[src/rtl/lp_moving_average.sv]
// Multi-channel power-of-two moving-average low-pass filter with one shared accumulator datapath.
// Optional macro LPMA_ROUNDING_EN selects round-half-up instead of truncation toward -inf.
module lp_moving_average #(
  parameter int DATA_W   = 16,
  parameter int NUM_CH   = 2,
  parameter int MAX_LOG2 = 5
) (
  input  logic                            clk,
  input  logic                            rst_n,
  input  logic [$clog2(MAX_LOG2+1)-1:0]   win_log2,
  input  logic                            in_valid,
  output logic                            in_ready,
  input  logic [NUM_CH*DATA_W-1:0]        sample_in,
  output logic                            out_valid,
  output logic [NUM_CH*DATA_W-1:0]        sample_out
);

  localparam int WL_W   = $clog2(MAX_LOG2+1);
  localparam int ACC_W  = DATA_W + MAX_LOG2;
  localparam int DEPTH  = 1 << MAX_LOG2;
  localparam int CH_W   = (NUM_CH > 1) ? $clog2(NUM_CH) : 1;
  localparam int FILL_W = MAX_LOG2 + 1;

  typedef enum logic [1:0] {IDLE, CALC, DONE} state_t;

  state_t                   state, state_next;
  logic [CH_W-1:0]          ch;
  logic                     last_ch;
  logic                     accept;
  logic [WL_W-1:0]          w_reg, w_clamp;
  logic [NUM_CH*DATA_W-1:0] frame_q;
  logic [MAX_LOG2-1:0]      wptr, rd_ptr;
  logic [FILL_W-1:0]        fill_cnt, win_size;
  logic signed [ACC_W-1:0]  acc [NUM_CH];
  logic signed [DATA_W-1:0] hist [NUM_CH][DEPTH];
  logic signed [DATA_W-1:0] new_s, old_s;
  logic signed [ACC_W-1:0]  acc_new, rnd_bias;

  always_ff @(posedge clk) begin
    if (!rst_n) state <= IDLE;
    else        state <= state_next;
  end

  always_comb begin
    state_next = state;
    in_ready   = 1'b1;
    out_valid  = 1'b0;
    case (state)
      IDLE: if (in_valid) state_next = CALC;
      CALC: begin
        in_ready = 1'b0;
        if (last_ch) state_next = DONE;
      end
      DONE: begin
        out_valid  = 1'b1;
        state_next = in_valid ? CALC : IDLE;
      end
      default: state_next = IDLE;
    endcase
  end

  assign accept  = in_valid & in_ready;
  assign last_ch = (ch == CH_W'(NUM_CH-1));
  assign w_clamp = (win_log2 > WL_W'(MAX_LOG2)) ? WL_W'(MAX_LOG2) : win_log2;

  // The sample leaving the window only counts once enough frames have been seen since the last clear.
  always_comb begin
    win_size = FILL_W'(1) << w_reg;
    rd_ptr   = wptr - win_size[MAX_LOG2-1:0];
    new_s    = frame_q[ch*DATA_W +: DATA_W];
    old_s    = (fill_cnt >= win_size) ? hist[ch][rd_ptr] : '0;
    acc_new  = acc[ch] + ACC_W'(new_s) - ACC_W'(old_s);
`ifdef LPMA_ROUNDING_EN
    rnd_bias = (w_reg != '0) ? (ACC_W'(1) << (w_reg - 1'b1)) : '0;
`else
    rnd_bias = '0;
`endif
  end

  always_ff @(posedge clk) begin
    if (rst_n && state == CALC) hist[ch][wptr] <= new_s;
  end

  always_ff @(posedge clk) begin
    if (!rst_n) begin
      for (int k = 0; k < NUM_CH; k++) acc[k] <= '0;
      wptr       <= '0;
      fill_cnt   <= '0;
      w_reg      <= '0;
      ch         <= '0;
      frame_q    <= '0;
      sample_out <= '0;
    end else if (accept) begin
      frame_q <= sample_in;
      w_reg   <= w_clamp;
      ch      <= '0;
      if (w_clamp != w_reg) begin
        for (int k = 0; k < NUM_CH; k++) acc[k] <= '0;
        fill_cnt <= '0;
      end
    end else if (state == CALC) begin
      acc[ch] <= acc_new;
      if (last_ch) begin
        ch   <= '0;
        wptr <= wptr + 1'b1;
        if (fill_cnt != FILL_W'(DEPTH)) fill_cnt <= fill_cnt + 1'b1;
        // The last channel's accumulator is still in flight, so take it from acc_new.
        for (int k = 0; k < NUM_CH; k++)
          sample_out[k*DATA_W +: DATA_W] <=
            DATA_W'((((k == int'(ch)) ? acc_new : acc[k]) + rnd_bias) >>> w_reg);
      end else begin
        ch <= ch + 1'b1;
      end
    end
  end

endmodule

[config.mk]
export PLATFORM = sky130hd
export DESIGN_NAME = lp_moving_average
export DESIGN_NICKNAME = d
export VERILOG_FILES = /design/src/rtl/lp_moving_average.sv
export SDC_FILE = /design/constraint.sdc
export NUM_CORES = 1
export LEC_CHECK = 0
export BUFFER_PORTS_ARGS = -buffer_cell sky130_fd_sc_hd__buf_2
export CAP_MARGIN = 25
export CORE_ASPECT_RATIO = 2
export CORE_MARGIN = 3
export CORE_UTILIZATION = 60
export CTS_CLUSTER_SIZE = 10
export DETAILED_ROUTE_END_ITERATION = 8
export GPL_ROUTABILITY_DRIVEN = 1
export PLACE_DENSITY = 0.78
export SLEW_MARGIN = 10
export SYNTH_ARGS = -nofsm -noshare
export SYNTH_HDL_FRONTEND = slang
export SYNTH_SLANG_ARGS = --single-unit
[constraint.sdc]
create_clock -name clk -period 9.62 [get_ports clk]
set_clock_uncertainty 0.15 [all_clocks]
set_input_delay 1.924 -clock clk [delete_from_list [all_inputs] [get_ports clk]]
set_output_delay 1.924 -clock clk [all_outputs]
set_load 0.02 [all_outputs]
-- Word-level counts from Yosys, hierarchy flattened
Memory sizes are Yosys's and may differ from the RTL's. A register that Yosys moved wholly into a read port is not among the register bits.
Cells that the tools add are included.
- reduce and logical (&&, ||, !) cells: 11
- equality and inequality tests: 7
- $add $sub $neg: 6
- $lt $le $gt $ge: 5
- bitwise gates (word level): 7
- shifts and indexed selects: 4
- multiplexer cells: 41
- operator list (kind ; number):
    $mux 512 ; 1
    $mux 21 ; 5
    $bmux 16 s5 ; 1
    $demux 16 s5 ; 1
    $mux 16 ; 4
    $sshr 21x3->16 ; 2
    $shiftx 32x6->16 ; 1
    $mux 6 ; 5
    $add 21x16->21 ; 1
    $reduce_or 21->1 ; 1
    $sub 21x16->21 ; 1
    $mux 1 ; 20
    $ge 6x6->1 const B ; 2
    $not 5->6 ; 2
    $add 6x1->6 const B ; 1
    $ge 6x6->1 ; 1
    $lt 6x1->1 const B ; 1
    $ne 6x6->1 const B ; 1
    $pmux 2 s3 ; 1
    $reduce_bool 2->1 ; 3
    $shl 1x3->6 const A ; 1
    $add 5x1->5 const B ; 1
    $sub 5x5->5 ; 1
    $mux 2 ; 2
    other kinds (17) ; 21
- input bits: 38
- bits in registers: 81
- memories kept: 2
- RAM bits: 1066
- memory list (memory ; depth ; width ; read ports ; clocked after memory_dff ; write ports ; line ; source):
    hist ; 2 ; 512 ; 1 ; 1 ; 1 ; 35 ; logic signed [DATA_W-1:0] hist [NUM_CH][DEPTH];
    acc ; 2 ; 21 ; 3 ; 1 ; 2 ; 34 ; logic signed [ACC_W-1:0] acc [NUM_CH];

-- Logic depth before layout (Yosys ltp)
Gate-level depths: netlist of the first run.
- depth in word-level cells: 10
- depth in mapped cells: 31
- gate-level depth less buffers: 24

-- Worst setup path before layout of the first run
Ideal clock, no wire load.
- path type: reg-to-reg
- start point: register w_reg[1]
- end point: register sample_out[8]
- slack: 1671 ps
- data required time: 9355 ps
- arrival: 7684 ps
- clock period less this slack: 7949 ps
- library setup time: 115 ps
- cell stages (with the launch flop): 29
- buffers on the path: 11
- cell sequence: dfxtp_1 buf_2 buf_1 inv_1 buf_1 clkbuf_1 clkbuf_1 nand3_1 inv_1 fa_1 clkbuf_1 clkbuf_1 clkbuf_1 clkbuf_1 clkbuf_1 mux4_2 mux4_2 nand2_1 fa_1 ha_1 clkbuf_1 a21o_1 a211o_1 a2111oi_0 o31ai_1 and2_1 a22o_1 or4_1 a31o_1
- word-level cells in the longest chain between the ends: 10
- elaborated cells on any way between the ends: 11
- ends and longest elaborated chain (what ; line ; source):
    start, declared ; 30 ; logic [WL_W-1:0] w_reg, w_clamp;
    start signal, assigned ; 95 ; w_reg <= w_clamp;
    $shl 1x3->6 ; 68 ; win_size = FILL_W'(1) << w_reg;
    $sub 5x5->5 ; 69 ; rd_ptr = wptr - win_size[MAX_LOG2-1:0];
    $not 5->6 (implied by the code) ; 71 ; old_s = (fill_cnt >= win_size) ? hist[ch][rd_ptr] : '0;
    $bmux 16 s5 ; 71 ;
    $mux 16 (implied by the code) (2 in a row) ; 71 ;
    $mux 16 ; 71 ;
    $sub 21x16->21 ; 72 ; acc_new = acc[ch] + ACC_W'(new_s) - ACC_W'(old_s);
    $mux 21 ; 110 ; DATA_W'((((k == int'(ch)) ? acc_new : acc[k]) + rnd_bias) >>> w_reg);
    $sshr 21x3->16 (*) ; 110 ;
    end signal, assigned by index ; 109 ; sample_out[k*DATA_W +: DATA_W] <=
    end, declared ; 15 ; output logic [NUM_CH*DATA_W-1:0] sample_out
Mark *: on every way between the ends. The rest lies on a longest branch, timed or not. The select of a mux whose other input is x is not followed.
A chain may end at the register's enable or synchronous reset.

-- Worst setup path after layout of the first run
- start point: register w_reg[2]
- end point: register sample_out[7]
The elaborated chain is that of the path after synthesis.

==> results of run 1 <==
==> power groups by stage <==
stage	registers [uW]	logic (uW)	clock network (uW)
2_1_floorplan	5660	1910	0
3_3_place_gp	5670	2740	0
3_5_place_dp	5670	2800	0
4_1_cts	5570	2840	4450
5_1_grt	5570	3110	4630
6_report	5570	2950	4410
==> cell families (layout without fill, tap and decap cells) <==
logic type | after synthesis | count (layout) | share of synthesized area, %
fa+ha+maj | 58 | 58 | 1.831
other cells | 0 | 3 | 0
flops | 1148 | 1148 | 69.77
mux | 430 | 430 | 17.89
compound gates | 289 | 289 | 4.096
xor+xnor | 23 | 23 | 0.4177
simple gates | 456 | 456 | 4.267
buf+inv | 197 | 422 | 1.722
==> cell usage after synthesis (16+ instances only) <==
| cell type | number |
|---|---|
| a211oi_1 | 24 |
| a21oi_1 | 76 |
| a31oi_1 | 18 |
| and2_1 | 18 |
| and3_1 | 16 |
| buf_1 | 26 |
| buf_2 | 34 |
| clkbuf_1 | 81 |
| dfxtp_1 | 82 |
| edfxtp_1 | 1066 |
| fa_1 | 21 |
| ha_1 | 37 |
| inv_1 | 43 |
| mux2_2 | 27 |
| mux2i_1 | 60 |
| mux4_2 | 343 |
| nand2_1 | 157 |
| nand3_1 | 35 |
| nor2_1 | 148 |
| nor3_1 | 23 |
| o21ai_0 | 33 |
==> final cells by class <==
cell class	count	area, um^2
fill	4694	25390
antenna	3	7.507
inverter	47	176.4
sequential	1148	33660
multi-input combinational	1256	13830
tap	1036	1296
clock inverter	10	131.4
clock buffer	161	3476
timing repair buffer	204	1499
==> final timing paths <==
path | to | slack (ns) | cells past startpoint
min reg2reg | sample_out[6] | 0.30 | 2
min | sample_out[6] | 0.30 | 2
max | sample_out[7] | 1.19 | 22
max reg2reg | sample_out[7] | 1.19 | 22
==> metrics by stage <==
stage	hold WS [ns]	setup WS [ns]	cells
finish	0.2957	1.192	3865
global placement	0.2883	1.444	3677
global route	0.3258	1.090	3862
floorplan	0.2829	1.671	2601
detailed placement	0.2903	1.388	3682
CTS	0.2984	1.286	3853
==> worst min-delay path, cell delays in order, from the launching register on <==
cell	delay [ns]
dfxtp_1	0.31
nand2_1	0.05
o21ai_1	0.05
==> routing by layer <==
| layer | up-vias | track usage [%] | share of wire, % | wire length (um) |
|---|---|---|---|---|
| li1 | 10920 | - | - | - |
| met1 | 14100 | 38.09 | 29 | 41600 |
| met2 | 2022 | 57.20 | 50 | 71700 |
| met3 | 661 | 9.503 | 9.8 | 13940 |
| met4 | 6 | 29.38 | 11 | 15040 |
| met5 | - | 0 | 0.034 | 48 |
==> out/results.txt, run 1 <==
Synth area leaders - edfxtp_1 66%, mux4_2 16%, dfxtp_1 3.4%, mux2i_1 1.2%, nand2_1 1.2%
Yosys warnings - 0
final hold violations - 0
internal power - 9162 uW
clock buffer count from CTS - 132
DRC viols - 0
Slew headroom - 19.47%
family with the most delay on the worst path - compound AO/OA/AOI/OAI gates
asr flop ratio synth - 0%
Net Sw Power - 3778 uW
switching share of power - 29.20%
Final Setup Violations - 0
Setup Crit Path Kind - flip-flop to flip-flop
most frequent cells in the layout - 1066 x edfxtp_1, 343 x mux4_2, 157 x nand2_1, 144 x nor2_1, 135 x clkbuf_16
Die ar. - 84030 um^2
largest net degree at the start of global routing - 129
Syn Inst Count - 2601
Worst-Skew Late Latency - 0.70 ns
maximum achievable frequency - 118.7 MHz
Hold WC Path Type - flip-flop to flip-flop
TNS Setup - 0 ns
GRT Util Overall - 35.17%
Max Cap Viol - 0
DP Area - 50370 um^2
1st-iter DRT viols - 3841
Die Y - 407.0 um
critical path launch point - w_reg[2]
design area - 54070 um^2
minimum clock period - 8.428 ns
# clock sinks - 1148
cts hold-fix bufs - 0
Vias/cell - 7.171
drt first pass iters - 6
CTS tree - done
crit path launch type - flip-flop
post-synthesis cell area - 48230 um^2
sequential-to-total area share from yosys stat - 69.77%
largest register by flop count - hist
cell taking the most area after synthesis - edfxtp_1
clock root buffer - clkbuf_16
Yosys cell types - 75
Worst EP arrival - 8.89 ns
DRT Wirelength - 142300 um
top_reg_cell synth - edfxtp_1
Clock Path Buffers - 3
LEAKAGE - 0.01780 uW
nets - 2885
final core occ - 68.05%
GPL Wtd Cong - 1.013
number of setup buffers added after CTS - 0
FF+latch count, synth - 1148
RSZ-0062 raised after global routing - no
floorplan row count - 146
worst ir drop on vdd - 0.0001623 V
Starting Density - 60.70%
CTS resizes - 0
synthesized net count - 2697
Core ar. - 79460 um^2
min-delay src - sample_out[6]
CP max stage delay - 1.24 ns
post-route ant nets - 0
wire per inst - 36.83 um
post-synth top area share - 66.37%
critical-path cell list - buf_4, clkinv_1, nand3_1, inv_1, fa_4, buf_12, buf_4, mux4_2, mux4_2, mux2i_1, o22ai_1, fa_1, inv_1, ha_1, o21ai_1, nor2_2, a2111oi_0, a211oi_1, o2bb2ai_1, a21oi_1, mux2i_1, o221ai_1
IO Pins - 72
status - complete, no violations
share of layout cells above drive strength 1 - 26.54%
total chip power - 12940 uW
clock group share of total power - 34.1%
Least-Margin Pin Slew - 1.174 ns
first-pass GRT wire length - 204900 um
total number of vias - 27720
max reg flops - 1024
H-Tree Level Count - 4
reg-to-reg startpoint - w_reg[2]
vias in the first global route - 28680
Reg clk slew, reported paths - 0.06 ns
top flop regs - hist: 1024 flops, acc: 42 flops
syn_area_per_cell - 18.54 um^2
number of synthesized flops with an enable pin - 1066
CP bufs+invs - 6
Worst path slowest cell - fa_4
input/output buffers - 71
sequential share of power - 43.1%
Worst Setup End Kind - flip-flop
Slew Limit Fails - 0
HPWL after DPL - 82120 um
die width - 206.5 um
initial antenna violation count - 8
Gate power share - 22.8%
grt ovf - 0
Crit Path Max Fanout - 42
Worst EP required - 10.08 ns
Cell Pwr Density - 239.3 nW/um^2
fin crit share - 87.61%
commonest non-fill, non-tap cell in the layout - edfxtp_1
area grow syn2layout - 12.11%
Power figures use the tool's default switching activity.
==> run 2: changes to the inputs <==
--- a/config.mk
+++ b/config.mk
@@ -13,7 +13,7 @@
 export CTS_CLUSTER_SIZE = 10
 export DETAILED_ROUTE_END_ITERATION = 8
 export GPL_ROUTABILITY_DRIVEN = 1
-export PLACE_DENSITY = 0.78
+export PLACE_DENSITY = 0.76
 export SLEW_MARGIN = 10
 export SYNTH_ARGS = -nofsm -noshare
 export SYNTH_HDL_FRONTEND = slang
==> run 2 against run 1 <==
Sequential power barely moved. Hold slack improved by 0.0049 ns. Critical path depth is 5 lower. Critical path type unchanged.
==> out/results.txt, run 2 (synthesis results as in run 1) <==
post-route ant nets - 0 (unchanged)
top flop regs - hist: 1024 flops, acc: 42 flops
status - complete, no violations
largest register by flop count - hist
crit path launch type - flip-flop
final core occ - 68.06% (about the same)
Hold WC Path Type - flip-flop to flip-flop
die width - 206.5 um (unchanged)
CP max stage delay - 1.37 ns (+0.13 ns)
floorplan row count - 146 (unchanged)
# clock sinks - 1148 (unchanged)
Cell Pwr Density - 238.9 nW/um^2 (-0.18%)
critical-path cell list - nor4_4, fa_4, mux4_2, mux4_2, mux2i_1, o22ai_1, fa_1, inv_1, ha_1, o21ai_1, nor2_2, a2111oi_0, or4_1, nand2_1, o22ai_1, mux2i_1, o221ai_1
Vias/cell - 7.031 (-1.9%)
Crit path depth - 17 (-23%)
clock root buffer - clkbuf_16
Clock Path Buffers - 3 (unchanged)
drt first pass iters - 6 (unchanged)
largest net degree at the start of global routing - 103 (-20%)
cts hold-fix bufs - 0 (unchanged)
max reg flops - 1024 (unchanged)
Worst-Skew Late Latency - 0.72 ns (+0.02 ns)
total chip power - 12920 uW (-0.17%)
met3 Use GR - 8.464% (-1.0 points)
design area - 54080 um^2 (about the same)
share of layout cells above drive strength 1 - 26.63% (+0.090 points)
initial antenna violation count - 5 (-3)
worst ir drop on vdd - 0.0001471 V (-9.4%)
1st-iter DRT viols - 3483 (-9.3%)
DRT Wirelength - 138500 um (-2.7%)
RR Endpoint - sample_out[7]
Max Cap Viol - 0 (unchanged)
critical path launch point - w_reg[0]
DP Area - 50410 um^2 (about the same)
Die Y - 407.0 um (unchanged)
sequential share of power - 43.1% (about the same)
vias in the first global route - 28510 (-0.59%)
H-Tree Level Count - 4 (unchanged)
LEAKAGE - 0.01784 uW (+0.23%)
nets - 2889 (+0.14%)
internal power - 9168 uW (about the same)
HPWL after DPL - 82640 um (+0.64%)
minimum clock period - 8.510 ns (+0.08168 ns)
Crit Path Max Fanout - 44 (+4.8%)
GPL Wtd Cong - 0.9809 (-3.1%)
Least-Margin Pin Slew - 1.217 ns (+0.04295 ns)
met2 usage in global routing - 57.51% (+0.31 points)
Slew Limit Fails - 0 (unchanged)
final hold violations - 0 (unchanged)
Net Sw Power - 3751 uW (-0.74%)
Post-Place Cells - 3691 (+0.24%)
switching share of power - 29.03% (-0.17 points)
commonest non-fill, non-tap cell in the layout - edfxtp_1
CP bufs+invs - 1 (-5)
input/output buffers - 71 (unchanged)
R2R depth - 17 (-23%)
wire per inst - 35.82 um (-2.7%)
Gate power share - 22.8% (about the same)
Worst EP arrival - 8.98 ns (+0.09 ns)
CTS tree - done
Setup Crit Path Kind - flip-flop to flip-flop
clock group share of total power - 34.0% (about the same)
Worst Setup End Kind - flip-flop
fill count - 4848 (+3.3%)
Slew headroom - 18.60% (-0.88 points)
total number of vias - 27180 (-1.9%)
Worst path slowest cell - fa_4
grt ovf - 0 (unchanged)
Die ar. - 84030 um^2 (unchanged)
DRC viols - 0 (unchanged)
min-delay src - sample_out[6]
maximum achievable frequency - 117.5 MHz (-0.96%)
first-pass GRT wire length - 199200 um (-2.8%)
clock buffer count from CTS - 132 (unchanged)
number of setup buffers added after CTS - 0 (unchanged)
most frequent cells in the layout - 1066 x edfxtp_1, 343 x mux4_2, 157 x nand2_1, 147 x nor2_1, 136 x clkbuf_16
Reg clk slew, reported paths - 0.06 ns (about the same)
Starting Density - 60.70% (unchanged)
IO Pins - 72 (unchanged)
CTS resizes - 0 (unchanged)
fin crit share - 88.46% (+0.85 points)
Final Setup Violations - 0 (unchanged)
GRT Util Overall - 34.25% (-0.93 points)
area grow syn2layout - 12.13% (about the same)
TNS Setup - 0 ns (unchanged)
GR peak layer - met2
RSZ-0062 raised after global routing - no
R2R Setup Slk - 1.11 ns (-0.08 ns)
reg-to-reg startpoint - w_reg[0]
Core ar. - 79460 um^2 (unchanged)
M1 GR Usage - 35.81% (-2.3 points)
Worst EP required - 10.09 ns (about the same)
non-filler cells, final - 3866 (+0.026%)
family with the most delay on the worst path - compound AO/OA/AOI/OAI gates
worst setup path end - sample_out[7]
## run 2: routing by layer
metal | part of all wire (%) | up-vias
met5 | 0 | -
met4 | 11 | 0
met3 | 8.7 | 644
met2 | 51 | 1754
met1 | 29 | 13860
li1 | - | 10930
## run 2: through the flow
| stage | setup slack (ns) | hold slack, ns |
|---|---|---|
| floorplan | 1.671 | 0.2829 |
| global placement | 1.735 | 0.2871 |
| detailed placement | 1.489 | 0.2922 |
| CTS | 1.440 | 0.3040 |
| global route | 0.9330 | 0.3153 |
| finish | 1.110 | 0.3007 |
## run 2: final cells by class
cell class              instances  area [um^2]  share of cell area [%]
flip-flops and latches       1148        33660                   62.24
multi-input cells            1256        13820                   25.55
clock buffers                 155         3475                   6.425
repair buffers                208         1526                   2.822
well taps                    1036         1296                   2.397
inverters                      47        176.4                  0.3262
clock inverters                10        117.6                  0.2175
diodes                          6        15.01                 0.02776
## run 2: worst min path at each step
stage / to / cells past startpoint / slack (ns)
floorplan: frame_q[16] / 2 / 0.28
global placement: sample_out[1] / 2 / 0.29
detailed placement: sample_out[1] / 2 / 0.29
CTS: sample_out[6] / 2 / 0.30
global route: frame_q[28] / 2 / 0.32
finish: sample_out[6] / 2 / 0.30
## run 2: worst reg2reg max path, cell delays in order, from the launching register on
cell and delay, ns:
dfxtp_2 0.67, nor4_4 0.15, fa_4 1.37, mux4_2 0.51, mux4_2 0.50, mux2i_1 0.46
o22ai_1 0.37, fa_1 0.57, inv_1 0.04, ha_1 0.35, o21ai_1 0.30, nor2_2 0.16
a2111oi_0 0.92, or4_1 0.25, nand2_1 0.16, o22ai_1 0.86, mux2i_1 0.35, o221ai_1 0.27
## run 2: power by group through the flow
stage	Sequential (uW)	Clock [uW]	Combinational, uW
2_1_floorplan	5660	0	1910
3_3_place_gp	5670	0	2750
5_1_grt	5570	4630	3120
6_report	5570	4400	2950
4_1_cts	5570	4450	2830
3_5_place_dp	5670	0	2800
